--- src/rtl/cfg_pwm_timer.sv ---
// Prescaled PWM/timer driven by the register bank's flat config bus.
// Period and duty are shadowed and reloaded only at a wrap. A one-shot mode stops after a set number of periods.
module cfg_pwm_timer #(
  parameter int NUM_CFG    = 8,
  parameter int NUM_STATUS = 8,
  parameter int REG_WIDTH  = 8
) (
  input  logic                            clk,
  input  logic                            rst,
  input  logic                            ena,
  input  logic [NUM_CFG*REG_WIDTH-1:0]    config_regs,
  output logic [NUM_STATUS*REG_WIDTH-1:0] status_regs,
  output logic                            pwm_out,
  output logic                            period_pulse
);

  localparam int CW = 2 * REG_WIDTH;
  localparam logic [CW-1:0]        CNT_ONE = {{(CW-1){1'b0}}, 1'b1};
  localparam logic [REG_WIDTH-1:0] REG_ONE = {{(REG_WIDTH-1){1'b0}}, 1'b1};

  typedef enum logic [1:0] {
    IDLE = 2'd0,
    RUN  = 2'd1,
    DONE = 2'd2
  } state_t;

  state_t               r_state;
  logic [REG_WIDTH-1:0] r_psCnt;
  logic [CW-1:0]        r_cnt;
  logic [CW-1:0]        r_perS;
  logic [CW-1:0]        r_dutS;
  logic [REG_WIDTH-1:0] r_repS;
  logic [REG_WIDTH-1:0] r_perCount;
  logic                 r_clrD;
  logic                 r_pwm;

  state_t               w_stateNext;
  logic [REG_WIDTH-1:0] w_psNext;
  logic [CW-1:0]        w_cntNext;
  logic [CW-1:0]        w_perSNext;
  logic [CW-1:0]        w_dutSNext;
  logic [REG_WIDTH-1:0] w_repSNext;
  logic [REG_WIDTH-1:0] w_perCountNext;
  logic                 w_pwmNext;
  logic                 w_pulse;

  logic                 w_en;
  logic                 w_oneshot;
  logic                 w_pol;
  logic                 w_clr;
  logic                 w_clrEdge;
  logic [REG_WIDTH-1:0] w_ps;
  logic [CW-1:0]        w_per;
  logic [CW-1:0]        w_dut;
  logic [REG_WIDTH-1:0] w_rep;
  logic                 w_tick;
  logic                 w_wrap;
  logic                 w_clamp;
  logic                 w_unused;

  assign w_en      = config_regs[0];
  assign w_oneshot = config_regs[1];
  assign w_pol     = config_regs[2];
  assign w_clr     = config_regs[3];
  assign w_ps      = config_regs[1*REG_WIDTH +: REG_WIDTH];
  assign w_per     = config_regs[2*REG_WIDTH +: CW];
  assign w_dut     = config_regs[4*REG_WIDTH +: CW];
  assign w_rep     = config_regs[6*REG_WIDTH +: REG_WIDTH];
  assign w_unused  = ^{config_regs[REG_WIDTH-1:4], config_regs[NUM_CFG*REG_WIDTH-1:7*REG_WIDTH]};

  assign w_clrEdge = w_clr & ~r_clrD;
  // Compare with >= so that lowering PS below the running count cannot cause a long wrap-around.
  assign w_tick    = (r_psCnt >= w_ps);
  assign w_wrap    = (r_cnt == r_perS);
  assign w_clamp   = (r_dutS > r_perS);

  always_ff @(posedge clk or posedge rst) begin
    if (rst) begin
      r_state <= IDLE;
    end else if (ena) begin
      r_state <= w_stateNext;
    end
  end

  // Event priority inside RUN: EN low, then CLR edge, then tick/wrap. A one-shot finish replaces the shadow reload.
  always_comb begin
    w_stateNext    = r_state;
    w_psNext       = r_psCnt;
    w_cntNext      = r_cnt;
    w_perSNext     = r_perS;
    w_dutSNext     = r_dutS;
    w_repSNext     = r_repS;
    w_perCountNext = r_perCount;
    w_pwmNext      = r_pwm;
    w_pulse        = 1'b0;
    if (!w_en) begin
      w_stateNext = IDLE;
      w_psNext    = '0;
      w_cntNext   = '0;
      w_pwmNext   = w_pol;
    end else begin
      case (r_state)
        IDLE: begin
          w_stateNext    = RUN;
          w_psNext       = '0;
          w_cntNext      = '0;
          w_perSNext     = w_per;
          w_dutSNext     = w_dut;
          w_repSNext     = w_rep;
          w_perCountNext = '0;
          w_pwmNext      = w_pol;
        end
        RUN: begin
          w_pwmNext = (r_cnt < r_dutS) ^ w_pol;
          if (w_clrEdge) begin
            w_psNext       = '0;
            w_cntNext      = '0;
            w_perCountNext = '0;
            w_perSNext     = w_per;
            w_dutSNext     = w_dut;
            w_repSNext     = w_rep;
          end else if (w_tick) begin
            w_psNext = '0;
            if (w_wrap) begin
              w_cntNext      = '0;
              w_pulse        = 1'b1;
              w_perCountNext = r_perCount + REG_ONE;
              if (w_oneshot && (r_perCount == r_repS)) begin
                w_stateNext = DONE;
              end else begin
                w_perSNext = w_per;
                w_dutSNext = w_dut;
              end
            end else begin
              w_cntNext = r_cnt + CNT_ONE;
            end
          end else begin
            w_psNext = r_psCnt + REG_ONE;
          end
        end
        DONE: begin
          w_pwmNext = w_pol;
        end
        default: begin
          w_stateNext = IDLE;
        end
      endcase
    end
  end

  always_ff @(posedge clk or posedge rst) begin
    if (rst) begin
      r_psCnt    <= '0;
      r_cnt      <= '0;
      r_perS     <= '0;
      r_dutS     <= '0;
      r_repS     <= '0;
      r_perCount <= '0;
      r_clrD     <= 1'b0;
      r_pwm      <= 1'b0;
    end else if (ena) begin
      r_psCnt    <= w_psNext;
      r_cnt      <= w_cntNext;
      r_perS     <= w_perSNext;
      r_dutS     <= w_dutSNext;
      r_repS     <= w_repSNext;
      r_perCount <= w_perCountNext;
      r_clrD     <= w_clr;
      r_pwm      <= w_pwmNext;
    end
  end

  assign pwm_out      = r_pwm;
  assign period_pulse = ena & w_pulse;

  always_comb begin
    status_regs = '0;
    status_regs[0*REG_WIDTH +: REG_WIDTH] = {{(REG_WIDTH-2){1'b0}}, r_state};
    status_regs[1*REG_WIDTH +: CW]        = r_cnt;
    status_regs[3*REG_WIDTH +: REG_WIDTH] = r_perCount;
    status_regs[4*REG_WIDTH +: REG_WIDTH] = {{(REG_WIDTH-3){1'b0}}, w_clamp,
                                             (r_state == RUN), (r_state == DONE)};
  end

endmodule

--- config.mk ---
export PLATFORM = sky130hd
export DESIGN_NAME = cfg_pwm_timer
export DESIGN_NICKNAME = d
export VERILOG_FILES = /design/src/rtl/cfg_pwm_timer.sv
export SDC_FILE = /design/constraint.sdc
export NUM_CORES = 1
export LEC_CHECK = 0
export CAP_MARGIN = 20
export CORE_UTILIZATION = 25
export CTS_CLUSTER_DIAMETER = 50
export DETAILED_ROUTE_END_ITERATION = 10
export PLACE_DENSITY = 0.46
export SETUP_SLACK_MARGIN = 0.02
export SLEW_MARGIN = 20
export SYNTH_ARGS = -nofsm -noshare
export SYNTH_HDL_FRONTEND = slang
export SYNTH_SLANG_ARGS = --single-unit
--- constraint.sdc ---
create_clock -name clk -period 5.2 [get_ports clk]
set_input_delay 1.3 -clock clk [delete_from_list [all_inputs] [get_ports clk]]
set_output_delay 1.3 -clock clk [all_outputs]
set_load 0.01 [all_outputs]
# Yosys cells after proc, flatten, opt, wreduce, memory -nomap -nowiden
# Index checks and enable logic that the tools add are counted.
dict set report classes {
  n_addsub 3
  order_cmp 3
  eq_ne 16
  mux 38
  n_bitwise 4
  reduce_logical 11
}
# operator n
set op_table {}
lappend op_table {{$mux W16} 12}
lappend op_table {{$pmux W16 S2} 3}
lappend op_table {{$mux W8} 7}
lappend op_table {{$pmux W8 S2} 3}
lappend op_table {{$add A16 B1 Y16 const B} 1}
lappend op_table {{$add A8 B1 Y8 const B} 2}
lappend op_table {{$eq A16 B16 Y1} 1}
lappend op_table {{$gt A16 B16 Y1} 1}
lappend op_table {{$lt A16 B16 Y1} 1}
lappend op_table {{$ne A3 B2 Y1 const B} 4}
lappend op_table {{$reduce_and A6 Y1} 2}
lappend op_table {{$mux W2} 5}
lappend op_table {{$ne A3 B1 Y1 const B} 3}
lappend op_table {{$eq A8 B8 Y1} 1}
lappend op_table {{$ge A8 B8 Y1} 1}
lappend op_table {{$mux W1} 6}
lappend op_table {{$ne A3 B3 Y1 const B} 2}
lappend op_table {{$pmux W2 S3} 1}
lappend op_table {{$reduce_and A5 Y1} 1}
lappend op_table {{$ne A4 B2 Y1 const B} 1}
lappend op_table {{$reduce_and A2 Y1} 2}
lappend op_table {{$reduce_and A4 Y1} 1}
lappend op_table {{$reduce_and A3 Y1} 1}
lappend op_table {{$and A1 B1 Y1} 2}
lappend op_table {{other kinds (11)} 11}
dict set report totals {
  ff_bits 76
  input_bits 67
  out_inout_bits 66
  word_cells 84
}

# Logic depth before layout (Yosys ltp)
dict set report logic_depth {
  ltp_word 8
  ltp_mapped 10
  mapped_depth_nobuf 8
}

# Worst setup path after synthesis
# Ideal clock, no wire load.
dict set report synth_path {
  kind {input to output}
  from {input config_regs[15]}
  to {output period_pulse}
  arrival_ns 2.623
  t_required_ns 3.900
  setup_slack_ns 1.277
  stages 7
  path_buffers 1
  path_cell_list {inv_1 ha_1 nand4_1 o31ai_1 buf_2 nand2_1 nor2_1}
}
dict set report synth_between {
  elab_chain_len 6
}
# item line
set synth_lines {}
lappend synth_lines {{from (decl)} 11} ;# input logic [NUM_CFG*REG_WIDTH-1:0] config_regs,
lappend synth_lines {{$ge A8 B8 Y1} 73} ;# assign w_tick = (r_psCnt >= w_ps);
lappend synth_lines {{$mux W1} 122} ;# end else if (w_tick) begin
lappend synth_lines {{$mux W1} 115} ;# if (w_clrEdge) begin
lappend synth_lines {{$mux W1} 102} ;# case (r_state)
lappend synth_lines {{$mux W1} 96} ;# if (!w_en) begin
lappend synth_lines {{$and A1 B1 Y1} 174} ;# assign period_pulse = ena & w_pulse;
lappend synth_lines {{to (decl)} 14} ;# output logic period_pulse
# No other way between the ends.

# Worst setup path after layout
# Same ends and word-level chain as after synthesis.

==> results <==
- Across all layers, the routed design uses 3999 vias.
- The DRC violation count after routing is 0.
- For this run, the total global-route usage over all layers was measured as 13.13%.
- The starting density of the core is 25.65%.
- The aggregate negative setup slack is 0 ns.
- In this run the most critical hold path is launched from r_repS[1].
- The count of maximum capacitance violations is 0.
- For this design, the slowest cell found on the critical path is sky130_fd_sc_hd__clkdlybuf4s50_1.
- For this design the top-level I/O count stands at 133.
- The startpoint kind of the worst setup timing path is an input port.
- The part of the total power dissipated in the clock network is 36.2%.
- The wire length of the first global-routing pass is 20560 um.
- Dividing the detail-routed via count by the number of cells gives 4.478.
- Based on the critical path, the design can be clocked at up to 207.5 MHz.
- Of all nets on the critical path, the largest fanout is 3.
- The number of buffers inserted by hold repair at cts is 0.
- Summing every instance area after synthesis gives 5025 um2.
- After synthesis, flip-flops and latches occupy 37.85% of the total area.
- The kind of critical path is input port to primary output.
- The fraction of synthesized area in multiplexers is 7.395%.
- The endpoint of the lowest-slack register-to-register path is r_cnt[2].
- In this run switching power makes up 29.67% of total power.
- Setup repair after global routing left no endpoint under its margin.
- The transition at the pin with the smallest max-transition slack is 0.8227 ns.
- The number of pins with negative max-slew slack in the final report was 0.
- Across the routed clock network, the largest skew measured is 0.006692 ns.
- The number of cell rows is 51.
- For this block, the initial DRC count from the detailed router was 198.
- The count of flip-flops with a built-in enable after synthesis is 0.
- The leakage power total is 2.865 nW.
- The detailed-route wire length is 12830 um.
- The capturing element type of the critical path is a primary output.
- The die footprint is 20670 um2.
- The combinational family with the most area after synthesis is simple AND/OR/NAND/NOR gates.
- Measured against its own limit, the worst slew margin works out to 44.79%.
- At the end of routability-driven placement, the weighted congestion stood at 0.7904.
- The number of failing hold endpoints at the final stage was 0.
- After synthesis, the most frequently instantiated cells are sky130_fd_sc_hd__dfrtp_1, sky130_fd_sc_hd__nand2_1, sky130_fd_sc_hd__inv_1.
- Per report_power, the sequential group accounts for 40.2% of the total.
- After detailed placement, the design holds a cell count of 877.
- In the synthesized netlist the async set-or-reset flop fraction comes to 100.0%.
- Entering global routing, the biggest net connects 33 pins.
- The share of the synthesized area in the top cell type is 37.85%.
- The reg2reg setup slack is 2.13 ns.
- The worst hold path passes through 2 cells.
- The period utilization is 92.69%.
- In this design, the stage delay of the slowest critical-path cell is 0.55 ns.
- Compared with the post-synthesis result, the final layout area differs by 26.54%.
- By area the synthesized netlist is led by sky130_fd_sc_hd__dfrtp_1, sky130_fd_sc_hd__ha_1, sky130_fd_sc_hd__mux2_2.
- The biggest area contributor in the post-synthesis netlist is sky130_fd_sc_hd__dfrtp_1.
- The wire length per cell is 14.37 um.
- The xor and xnor fraction of the mapped netlist area is 4.358%.
- Measured in cells, the most critical reg-to-reg path has a length of 9.
- The design draws 1.831 mW.
- The area of the core is 19590 um2.
- The signal on the critical path passes through clkdlybuf4s50_1 > inv_1 > ha_1 > nand4_1 > o31ai_1 > nand2_1 > nor2_1 > clkdlybuf4s50_1.
- The data arrival time of the critical path is 3.52 ns.
- Summing the areas of all compound-gate instances in the mapped netlist gives 13.72% of the synthesized area.
- Among the stages of the critical path, the cell type that occurs most often is sky130_fd_sc_hd__clkdlybuf4s50_1.
- The level count of the clock H-tree is 3.
- The via count of the first global-routing pass is 4005.
- The internal power summed over all cells is 1.287 mW.
- The Yosys step of the flow raised 0 warnings.
- In the synthesized netlist, the number of instances is 534.
- The worst hold path belongs to the class register to register.
- Buffers added to address setup during post-CTS repair amount to 0.
- After clock tree synthesis, the clock-pin slew on the worst setup and hold paths is 0.06 ns.
- Port buffering added 85 buffers.
- TritonCTS built the clock tree.
- The count of nets left with antenna violations once routing finished came out at 0.
- The highest ir drop seen on vdd is 0.1483 mV.
- The leading register cell type out of synthesis is sky130_fd_sc_hd__dfrtp_1.
- The worst endpoint required time is 3.90 ns.
- The synthesized netlist devotes 15.64% of its cell area to simple gates.
- The hold slack is 0.5005 ns.
- The clock latency at the later pin of the worst-skew pair is 0.34 ns.
- The global-route congestion overflow total is 0.
- The run finished with clean final reports.
- The number of optimization iterations in the first detailed-route pass is 4.
- The half-perimeter wire length after detailed placement is 10050 um.
- Measured along the x axis, the die boundary spans 143.8 um.
- Summing the areas of all fa, ha and maj instances in the mapped netlist gives 10.46% of the synthesized area.
- The final cell count without fillers is 893.
- The net count of the finished layout is 732.
- The worst hold path terminates at r_repS[1].
- The repair_antennas step left the layout with diodes totalling 0.
- Synthesis instantiated 51 different standard cells from the library.
- The startpoint identified for the worst register-to-register timing path is r_psCnt[0].
- The most frequent cell after synthesis is sky130_fd_sc_hd__dfrtp_1.
- The minimum clock period after layout is 4.820 ns.
- Counting along the longest clock path gives a buffer depth of 2.
- The count of final setup violators is 0.
- The tree is rooted in a sky130_fd_sc_hd__clkbuf_16.
- After detailed placement, the total cell area comes to 6047 um2.
- The total clock buffers created by CTS is 9.
- The post-synthesis area per instance is 9.410 um2.
- CTS saw 76 sinks.
- The initial antenna violation count is 0.
- Dividing total power by cell area gives a power density of 287.9 nW/um2.
- The die extent in y is 143.8 um.
- Gates resized during post-CTS repair numbered 0.
- Of the cells placed in the final design, the portion with a size suffix greater than 1 is 9.873%.
- For this design the total switching power over the nets is 543.3 uW.
- In this run, synthesis produced a sequential element count of 76.
- The final design instance area without fill is 6359 um2.
- In this run, the combinational gates consume 23.7% of the power.
[worst max-delay path: cells and delay by family]
family	cells	cell delay (ns)
buf+inv	3	1.05
compound gates	1	0.43
fa+ha+maj	1	0.32
simple gates	3	0.42
[placed cells by master (no fill, tap or decap), types with 3 or more instances in the layout]
master                            count
sky130_fd_sc_hd__clkdlybuf4s50_1     85
sky130_fd_sc_hd__dfrtp_1             76
sky130_fd_sc_hd__nand2_1             55
sky130_fd_sc_hd__inv_1               48
sky130_fd_sc_hd__ha_1                42
sky130_fd_sc_hd__o21ai_0             38
sky130_fd_sc_hd__conb_1              35
sky130_fd_sc_hd__mux2_2              31
sky130_fd_sc_hd__xnor2_1             22
sky130_fd_sc_hd__nor2_1              17
sky130_fd_sc_hd__nand4_1             15
sky130_fd_sc_hd__a21oi_1             14
sky130_fd_sc_hd__nor3_1              13
sky130_fd_sc_hd__and3_1              12
sky130_fd_sc_hd__nand3_1             11
sky130_fd_sc_hd__a21o_1              10
sky130_fd_sc_hd__o31ai_1              9
sky130_fd_sc_hd__clkbuf_16            9
sky130_fd_sc_hd__nand2b_1             8
sky130_fd_sc_hd__buf_4                7
sky130_fd_sc_hd__or4_1                5
sky130_fd_sc_hd__o21a_1               4
sky130_fd_sc_hd__o21bai_1             4
sky130_fd_sc_hd__o41ai_1              4
sky130_fd_sc_hd__o211ai_1             4
sky130_fd_sc_hd__a31oi_1              4
sky130_fd_sc_hd__a22o_1               3
sky130_fd_sc_hd__nor3b_1              3
sky130_fd_sc_hd__xor2_1               3
sky130_fd_sc_hd__or3_1                3
[power by group through the flow]
stage                     logic [mW]  registers (mW)  clock network (mW)
final                          0.433           0.736               0.662
after floorplan                0.332           0.724                   0
after global routing           0.495           0.748               0.704
after CTS                      0.439           0.739               0.682
after global placement         0.423           0.748                   0
after detailed placement       0.435           0.751                   0
[area by class of cell]
class                           count  area [um2]
Fill cell                        2076       13230
Tap cell                          265       331.6
Clock inverter                      4       55.05
Sequential cell                    76        1902
Multi-Input combinational cell    394        2723
Clock buffer                       12       256.5
Timing Repair Buffer               92       903.4
Inverter                           50       187.7
[worst max-delay path by stage]
| stage | startpoint | endpoint | slack [ns] | depth (start not counted) |
|---|---|---|---|---|
| floorplan | config_regs[15] | period_pulse | 1.28 | 7 |
| global placement | config_regs[15] | period_pulse | 0.35 | 8 |
| detailed placement | config_regs[15] | period_pulse | 0.37 | 8 |
| CTS | config_regs[15] | period_pulse | 0.33 | 8 |
| global route | config_regs[15] | period_pulse | 0.17 | 8 |
| finish | config_regs[15] | period_pulse | 0.38 | 8 |
[registers in the layout (all words and copies together), names as in the netlist]
register / cells
r_perS: 16
r_clrD: 1
r_cnt: 16
r_state: 2
pwm_out: 1
r_perCount: 8
r_psCnt: 8
r_dutS: 16
r_repS: 8
[layer usage]
| metal | up-vias | share of wire (%) | track usage (%) |
|---|---|---|---|
| met5 | - | 0 | 0 |
| met4 | 0 | 1.7 | 5.263 |
| met3 | 14 | 4.4 | 3.332 |
| met2 | 81 | 45 | 20.49 |
| met1 | 1917 | 49 | 17.23 |
| li1 | 1987 | - | - |
[cell families after synthesis]
kind of cell    Yosys count
compound gates          106
xor+xnor                 25
fa+ha+maj                42
buf+inv                  98
flops                    76
mux                      33
other cells               1
simple gates            153
[per-stage QoR]
step                utilization [%]  setup slack [ns]
finish                        32.46            0.3800
detailed placement            30.87            0.3719
global placement              30.87            0.3541
floorplan                         -             1.277
global route                  32.46            0.1683
CTS                           32.46            0.3337
No activity file was read; power rests on OpenSTA's default activity.
